[src/rtl/control_unit.sv]
// ============================================================================
// Module   : control_unit
// Brief    : Microcoded fetch/execute sequencer for the SAP-1.5 core.
// Revision : 1.0  initial release
// ============================================================================
`default_nettype none

module control_unit (
    input  logic       clk,
    input  logic       reset,
    input  logic [3:0] opcode,
    input  logic       flag_zero,
    input  logic       flag_carry,
    output logic [2:0] step,
    output logic       halt,
    output logic       pc_inc,
    output logic       load_pc,
    output logic       oe_pc,
    output logic       load_mar,
    output logic       oe_ram,
    output logic       load_ram,
    output logic       load_ir,
    output logic       oe_ir,
    output logic       load_a,
    output logic       oe_a,
    output logic       load_b,
    output logic       oe_alu,
    output logic       alu_sub,
    output logic       load_flags,
    output logic       load_o
);

    localparam logic [3:0] C_OP_LDA = 4'h1;
    localparam logic [3:0] C_OP_ADD = 4'h2;
    localparam logic [3:0] C_OP_SUB = 4'h3;
    localparam logic [3:0] C_OP_STA = 4'h4;
    localparam logic [3:0] C_OP_LDI = 4'h5;
    localparam logic [3:0] C_OP_JMP = 4'h6;
    localparam logic [3:0] C_OP_JC  = 4'h7;
    localparam logic [3:0] C_OP_JZ  = 4'h8;
    localparam logic [3:0] C_OP_OUT = 4'hE;
    localparam logic [3:0] C_OP_HLT = 4'hF;

    // Encoding doubles as the visible step number; HALT reads back as 7.
    typedef enum logic [2:0] {
        S_T0   = 3'd0,
        S_T1   = 3'd1,
        S_T2   = 3'd2,
        S_T3   = 3'd3,
        S_T4   = 3'd4,
        S_HALT = 3'd7
    } state_t;

    state_t r_state;
    logic   w_last;

    always_comb begin
        pc_inc     = 1'b0;
        load_pc    = 1'b0;
        oe_pc      = 1'b0;
        load_mar   = 1'b0;
        oe_ram     = 1'b0;
        load_ram   = 1'b0;
        load_ir    = 1'b0;
        oe_ir      = 1'b0;
        load_a     = 1'b0;
        oe_a       = 1'b0;
        load_b     = 1'b0;
        oe_alu     = 1'b0;
        alu_sub    = 1'b0;
        load_flags = 1'b0;
        load_o     = 1'b0;
        w_last     = 1'b0;
        // Reset masks every strobe so a partially executed step cannot commit.
        if (!reset) begin
            case (r_state)
                S_T0: begin
                    oe_pc    = 1'b1;
                    load_mar = 1'b1;
                end
                S_T1: begin
                    oe_ram  = 1'b1;
                    load_ir = 1'b1;
                    pc_inc  = 1'b1;
                end
                S_T2: begin
                    case (opcode)
                        C_OP_LDA, C_OP_ADD, C_OP_SUB, C_OP_STA: begin
                            oe_ir    = 1'b1;
                            load_mar = 1'b1;
                        end
                        C_OP_LDI: begin
                            oe_ir  = 1'b1;
                            load_a = 1'b1;
                            w_last = 1'b1;
                        end
                        C_OP_JMP: begin
                            oe_ir   = 1'b1;
                            load_pc = 1'b1;
                            w_last  = 1'b1;
                        end
                        C_OP_JC: begin
                            oe_ir   = 1'b1;
                            load_pc = flag_carry;
                            w_last  = 1'b1;
                        end
                        C_OP_JZ: begin
                            oe_ir   = 1'b1;
                            load_pc = flag_zero;
                            w_last  = 1'b1;
                        end
                        C_OP_OUT: begin
                            oe_a   = 1'b1;
                            load_o = 1'b1;
                            w_last = 1'b1;
                        end
                        default: w_last = 1'b1;
                    endcase
                end
                S_T3: begin
                    case (opcode)
                        C_OP_LDA: begin
                            oe_ram = 1'b1;
                            load_a = 1'b1;
                            w_last = 1'b1;
                        end
                        C_OP_ADD, C_OP_SUB: begin
                            oe_ram = 1'b1;
                            load_b = 1'b1;
                        end
                        C_OP_STA: begin
                            oe_a     = 1'b1;
                            load_ram = 1'b1;
                            w_last   = 1'b1;
                        end
                        default: w_last = 1'b1;
                    endcase
                end
                S_T4: begin
                    oe_alu     = 1'b1;
                    load_a     = 1'b1;
                    load_flags = 1'b1;
                    alu_sub    = (opcode == C_OP_SUB);
                    w_last     = 1'b1;
                end
                default: ;
            endcase
        end
    end

    always_ff @(posedge clk) begin
        if (reset) begin
            r_state <= S_T0;
        end else begin
            case (r_state)
                S_T0:    r_state <= S_T1;
                S_T1:    r_state <= S_T2;
                S_T2:    r_state <= w_last ? ((opcode == C_OP_HLT) ? S_HALT : S_T0) : S_T3;
                S_T3:    r_state <= w_last ? S_T0 : S_T4;
                S_T4:    r_state <= S_T0;
                S_HALT:  r_state <= S_HALT;
                default: r_state <= S_T0;
            endcase
        end
    end

    assign step = reset ? 3'd0 : r_state;
    assign halt = !reset && (r_state == S_HALT);

endmodule

`default_nettype wire

[config.mk]
export PLATFORM = sky130hd
export DESIGN_NAME = control_unit
export DESIGN_NICKNAME = d
export VERILOG_FILES = /design/src/rtl/control_unit.sv
export SDC_FILE = /design/constraint.sdc
export NUM_CORES = 1
export LEC_CHECK = 0
export BUFFER_PORTS_ARGS = -buffer_cell sky130_fd_sc_hd__buf_4
export CORE_AREA = 2 2 39 41
export DETAILED_ROUTE_END_ITERATION = 6
export DIE_AREA = 0 0 41 43
export PLACE_DENSITY = 0.78
export SLEW_MARGIN = 20
export SYNTH_ARGS = -nofsm -noshare
export SYNTH_HDL_FRONTEND = slang
export SYNTH_SLANG_ARGS = --single-unit
[constraint.sdc]
create_clock -name clk -period 1.8 [get_ports clk]
set_input_delay 0.18 -clock clk [delete_from_list [all_inputs] [get_ports clk]]
set_output_delay 0.18 -clock clk [all_outputs]
set_load 0.1 [all_outputs]
Word-level counts from Yosys, hierarchy flattened:

Index checks and enable logic that the tools add are counted.

* reductions and logical operators: 7
* equality and inequality tests: 15
* mux-type cells: 44

Operators with widths (count)
* two-way mux 1 bit: 33
* equality test 4 x 3 -> 1 bit, second input constant: 4
* case mux 3 bit (5 select lines): 1
* equality test 4 bit, second input constant: 3
* two-way mux 3 bit: 4
* case mux 1 bit (3 select lines): 3
* equality test 4 x 2 -> 1 bit, second input constant: 2
* OR reduction 8 bit: 1
* equality test 3 x 2 -> 1 bit, second input constant: 2
* equality test 3 bit, second input constant: 2
* case mux 1 bit (2 select lines): 3
* equality test 4 x 1 -> 1 bit, second input constant: 1
* OR reduction 4 bit: 1
* equality test 3 x 1 -> 1 bit, second input constant: 1
* logical NOT 3 bit: 1
* OR reduction 3 bit: 1
* OR reduction 2 bit: 1
* logical AND 1 bit: 1
* logical NOT 1 bit: 1

* register bits after elaboration: 3
* output and inout port bits: 19
* input bits: 8

Depth between registers and ports, before layout:

Gate-level depths: netlist of run 1.

* depth after elaboration: 7
* depth in mapped cells: 5

Worst setup path after synthesis of run 1:

Ideal clock, no wire load.

* path kind: input-to-output
* start point: input reset
* end point: output alu_sub
* slack: -1.977 ns
* cell stages on the path: 4
* path buffers: 1
* arrival: 3.597 ns
* data required time: 1.620 ns
* cell sequence: buf_6 > nand2b_1 > nor3_1 > and3_1

* cells in the longest elaborated chain, start to end: 1

Ends and longest elaborated chain
* start, declared: RTL line 10 `input logic reset,`
* two-way mux 1 bit: RTL line 75 `if (!reset) begin`
* end, declared: RTL line 28 `output logic alu_sub,`

Every way passes these cells.

Worst setup path in the final report of run 1:

* start point: register r_state[2]
* end point: output load_pc

* cells in the longest elaborated chain, start to end: 3

Ends and longest elaborated chain
* start, declared: RTL line 54 `state_t r_state;`
* start signal, assigned: RTL line 158 `S_T2: r_state <= w_last ? ((opcode == C_OP_HLT) ? S_HALT : S_T0) : S_T3;`
* start signal, assigned: RTL line 159 `S_T3: r_state <= w_last ? S_T0 : S_T4;`
* equality test 3 x 2 -> 1 bit: RTL line 76 `case (r_state)`
* two-way mux 1 bit: RTL line 76
* two-way mux 1 bit: RTL line 75
* end, declared: RTL line 17 `output logic load_pc,`

Every way passes these cells.

==> reports/metrics.yaml, run 1 <==
status: "completed"
regArea_um2: 63.8
p_int_w: 0.000272
path_clk_slew_ps: 40
via_per_inst: 5.83
path_buf_inv: 1
async_reset_ff_frac: 0
swShare: 0.535
syn-cell-area_um2: 518
combPwrFrac: 0.652
clkPwrFrac: 0.199
hold_path_depth: 2
synth.distinct_cells: 38
ios: 27
globalRouteOverflowTotal: 0
p_leak_nw: 0.366
post-dp-hpwl_mm: 1.17
mostFrequentLayoutCells: "buf_4 (27), nand2_1 (5), nor2_1 (4), nand4b_1 (4), buf_6 (4)"
cpMaxStageDelayCell: "or4b_4"
cts_buffers: 3
fillers: 118
p_per_area_mw_per_mm2: 631
ys.flop_type: "dfxtp_1"
largest_register_ffs: 3
max_stage_delay_ps: 590
cap_violations: 0
rsz0062_at_grt: "false"
synthMuxAreaShare: 0
final_common_cell: "buf_4"
ir_worst_vdd_uv: 445
port_buffers: 26
critPathLaunchType: "flip-flop"
core-area_mm2: 0.00138
timing.rr.end: "r_state[2]$_SDFF_PP0_"
rr_worst_depth: 3
sequentialPowerShare: 0.148
post_cts_buffers: 0
grt_antenna_before_repair: 0
r2r_setup_slack_ps: 360
die_w_um: 41
drive_gt1_frac: 0.636
critPathLaunch: "r_state[2]$_SDFF_PP0_"
drt_iter0_drc: 16
synth-simple-area-share: 0.531
hold_class: "input port to flip-flop"
routedWlPerCell_um: 13.6
design_area_um2: 928
cp.required_ps: 1620
drv_slew: 0
row_count: 14
clock_latency_ps: 230
hp-start: "reset"
layout_min_cycle_time_ps: 1730
place_area_um2: 858
drc_errors: 0
area_growth_pct: 79.2
htreeDepth: 1
wirelength_mm: 1.57
die_h_um: 43
path_max_fanout: 8
dr.pass1.iters: 4
cts_tree: "done"
synth_compound_area_frac: 0.188
grt_max_degree: 16
hold_buffers: 0
min_period_over_period: 0.961
setup_viol: 0
avgSynthCellArea_um2: 7.19
ctsRootBufferMaster: "clkbuf_4"
clockBufferDepth: 2
ys_warn_count: 0
synth_nets: 80
grt_pass1_wl_mm: 2.52
whs_ps: 270
criticalPathCategory: "flip-flop to output port"
grt_pass1_vias: 575
reg2reg_from: "r_state[2]$_SDFF_PP0_"
place_congestion: 0.875
holdPathEnd: "r_state[0]$_SDFF_PP0_"
largest-register: "r_state"
antennaDiodeCount: 0
switching_power_w: 0.000314
path_delay_family: "simple AND/OR/NAND/NOR gates"
synthAdderAreaFrac: 0
hold_viol: 0
synth-seq-area-share: 0.116
initial_utilization: 0.374
yosys.area_share.xor_xnor: 0.0338
finalNetCount: 108
ys_ff_latch: 3
synth_top_family_by_area: "simple AND/OR/NAND/NOR gates"
cts.sinks: 3
tightestPinTransition_ps: 408
dieArea_mm2: 0.00176
cp.arrival_ps: 1550
cp_cell_sequence: "or4b_4, a21oi_4, buf_8"
fin_worst_skew_ps: 0.815
crit_path_end_kind: "output port"
slew_headroom: 0.727
synthCells: 72
vias: 671
drtAntennaViolNets: 0
fmax_ghz: 0.578
reg.largest.list: "r_state x3"
synth-edff-count: 0
multi_input_area_um2: 528
globalRouteTotalUtil: 0.206
==> final cells by class <==
type,instances,share of cell area
Clock buffer,4,0.0283
Inverter,2,0.00809
Multi-Input combinational cell,57,0.569
Sequential cell,3,0.0687
Tap cell,16,0.0216
Timing Repair Buffer,33,0.305
==> cell usage after synthesis (2+ instances only) <==
cell / n / area share
dfxtp_1: 3 / 0.12
nand4b_1: 4 / 0.068
buf_4: 3 / 0.043
a21oi_1: 5 / 0.048
buf_2: 3 / 0.029
nor3b_1: 2 / 0.029
nor4_1: 2 / 0.024
inv_1: 2 / 0.014
nand2_1: 6 / 0.043
and3b_1: 2 / 0.034
clkbuf_1: 2 / 0.014
nor2_1: 9 / 0.065
nand3_1: 2 / 0.019
nor3_1: 2 / 0.019
nand2b_1: 2 / 0.024
==> through the flow <==
step / instances / utilization / power (W) / setup slack, ps / setup TNS [ps]
after floorplan: 72 / - / 0.000408 / -342 / -914
after global placement: 111 / 0.620 / 0.000457 / 194 / 0
after detailed placement: 111 / 0.620 / 0.000461 / 149 / 0
after CTS: 115 / 0.663 / 0.000591 / 3.24 / 0
after global routing: 115 / 0.671 / 0.000622 / 21.8 / 0
final: 115 / 0.671 / 0.000586 / 70.1 / 0
==> routing by layer <==
metal	vias to the layer above	GRT usage	wire length [µm]
li1	322	-	-
met1	328	0.296	659
met2	21	0.288	838
met3	0	0.0314	70
met4	0	0.100	0
met5	-	0	0
==> how the worst max path moves through the flow <==
stage / endpoint / slack (ps) / cells past startpoint
floorplan: alu_sub / -340 / 4
detailed placement: load_a / 150 / 4
global placement: load_a / 190 / 4
global route: load_pc / 20 / 3
finish: load_pc / 70 / 3
CTS: oe_a / 3 / 4
==> cell families after synthesis <==
family          count (synthesis)
flops                           3
simple gates                   42
buf+inv                        12
compound gates                 13
xor+xnor                        2
==> timing repair <==
| action | 4_1_cts | 5_1_grt |
|---|---|---|
| pin swaps | 0 | 0 |
| endpoints found under the setup margin | 6 | 7 |
| gates resized for setup | 9 | 3 |
==> power by group through the flow <==
stage,Combinational (W),Clock [W],Sequential [W]
after floorplan,0.000321,0,0.0000878
after global placement,0.000372,0,0.0000853
after detailed placement,0.000376,0,0.0000856
after CTS,0.000379,0.000127,0.0000848
after global routing,0.000402,0.000132,0.0000884
final,0.000382,0.000117,0.0000868
Note: power is estimated with default switching activity, not from simulation.
==> run 2, diff against run 1 <==
CTS_BUF_LIST = sky130_fd_sc_hd__clkbuf_4 sky130_fd_sc_hd__clkbuf_8   (was not set)
==> run 2 against run 1 <==
- routed wire length about the same
- die area stayed put
- sequential power hardly changed
- combinational power about the same
==> reports/metrics.yaml, run 2 (synthesized netlist as in run 1, its figures left out) <==
p_per_area_mw_per_mm2: 642  # +1.7%
fillers: 117  # -0.85%
area_growth_pct: 80.9
drc_errors: 0  # unchanged
cp.required_ps: 1620  # about the same
ios: 27  # unchanged
critPathLaunchType: "flip-flop"
path_delay_family: "simple AND/OR/NAND/NOR gates"
cpMaxStageDelayCell: "or4b_4"
final_common_cell: "buf_4"
cap_violations: 0  # unchanged
place_area_um2: 858  # unchanged
met2_length_um: 859  # +2.5%
cp_cell_sequence: "or4b_4, nor2_4, buf_6"
p_leak_nw: 0.371  # +1.2%
reg2reg_from: "r_state[2]$_SDFF_PP0_"
routedWlPerCell_um: 13.6  # about the same
htreeDepth: 1  # unchanged
path_depth: 3  # unchanged
rsz0062_at_grt: "false"
post-dp-hpwl_mm: 1.17  # unchanged
vias: 652  # -2.8%
grt_antenna_before_repair: 0  # unchanged
grt_max_degree: 16  # unchanged
ctsRootBufferMaster: "clkbuf_4"
design_area_um2: 937  # +0.94%
core-area_mm2: 0.00138  # unchanged
post_cts_buffers: 0  # unchanged
finalNetCount: 108  # unchanged
wirelength_mm: 1.57  # about the same
status: "completed"
drv_slew: 0  # unchanged
r2r_setup_slack_ps: 370  # about the same
drt_iter0_drc: 14  # -2
timing.rr.end: "r_state[2]$_SDFF_PP0_"
clockBufferDepth: 2  # unchanged
hold_class: "input port to flip-flop"
crit_path_end_kind: "output port"
fmax_ghz: 0.580  # +0.36%
cts_buffers: 3  # unchanged
die_w_um: 41  # unchanged
globalRouteTotalUtil: 0.205  # -0.00100
largest-register: "r_state"
hold_viol: 0  # unchanged
globalRouteOverflowTotal: 0  # unchanged
tightestPinTransition_ps: 411  # +3.34 ps
total_power_w: 0.000602  # +2.6%
ir_worst_vdd_uv: 451  # +1.4%
drtAntennaViolNets: 0  # unchanged
path_clk_slew_ps: 40  # about the same
dr.pass1.iters: 4  # unchanged
hp-start: "reset"
endpoint: "oe_ir"
path_buf_inv: 1  # unchanged
critPathLaunch: "r_state[2]$_SDFF_PP0_"
grt_pass1_vias: 574  # -0.17%
min_period_over_period: 0.958  # -0.00347
wl_met1_um: 673  # +2.1%
clock_latency_ps: 230  # about the same
max_stage_delay_ps: 590  # about the same
cts.sinks: 3  # unchanged
dieArea_mm2: 0.00176  # unchanged
die_h_um: 43  # unchanged
grt_pass1_wl_mm: 2.50  # -0.56%
port_buffers: 26  # unchanged
cp.arrival_ps: 1540  # about the same
wl_met3_um: 36  # -49%
via_per_inst: 5.67  # -2.8%
rr_worst_depth: 3  # unchanged
mostFrequentLayoutCells: "buf_4 (27), nand2_1 (5)"
initial_utilization: 0.374  # unchanged
row_count: 14  # unchanged
setup_viol: 0  # unchanged
fin_worst_skew_ps: 0.707  # -0.108 ps
drive_gt1_frac: 0.646  # +0.0101
antennaDiodeCount: 0  # unchanged
cts_tree: "done"
slew_headroom: 0.725  # -0.00223
layout_min_cycle_time_ps: 1720  # -6.25 ps
dr.max_layer_used: "met3"
criticalPathCategory: "flip-flop to output port"
path_max_fanout: 8  # unchanged
reg.largest.list: "r_state x3"
place_congestion: 0.875  # unchanged
largest_register_ffs: 3  # unchanged
hold_buffers: 0  # unchanged
run 2: worst register-to-register path, delay by kind of cell, from the launching register on:
kind             cells  cell delay (ps)
AO/OA/AOI/OAI        1              150
flip-flops           1              370
AND/OR/NAND/NOR      2              850
run 2: layout make-up:
cell class,instances,area [µm²],share of cell area
clock buffers,4,30.0,0.0320
inverters,2,7.51,0.00801
multi-input cells,57,528,0.563
flip-flops and latches,3,63.8,0.0681
well taps,16,20.0,0.0214
repair buffers,33,288,0.307
run 2: what timing repair did:
action,4_1_cts,5_1_grt
endpoints found under the setup margin,6,7
pin swaps,0,0
gates resized for setup,10,3
gates cloned,0,0
run 2: metal layers:
metal	vias up	GRT usage
met1	320	0.296
met5	-	0
met3	0	0.0314
met2	10	0.284
met4	0	0.100
li1	322	-
run 2: power breakdown:
group	switching (W)	total, W	leakage [nW]	internal, W
clock	0.0000345	0.000133	0.0184	0.0000981
sequential	0.0000106	0.0000868	0.0258	0.0000762
combinational	0.000269	0.000382	0.327	0.000113
run 2: worst min-delay path by stage:
stage | end | slack (ps) | depth (start not counted)
final | r_state[0]$_SDFF_PP0_ | 260 | 2
after global routing | r_state[0]$_SDFF_PP0_ | 270 | 2
after CTS | r_state[0]$_SDFF_PP0_ | 250 | 2
after detailed placement | r_state[0]$_SDFF_PP0_ | 500 | 2
after global placement | r_state[0]$_SDFF_PP0_ | 500 | 2
after floorplan | r_state[0]$_SDFF_PP0_ | 400 | 2
run 2: through the flow:
stage,util,TNS [ps],setup WS (ps),hold slack (ps),cells
floorplan,-,-914,-342,403,72
global placement,0.620,0,194,497,111
detailed placement,0.620,0,149,503,111
CTS,0.669,0,0.425,250,115
global route,0.677,0,23.0,266,115
finish,0.677,0,76.4,264,115
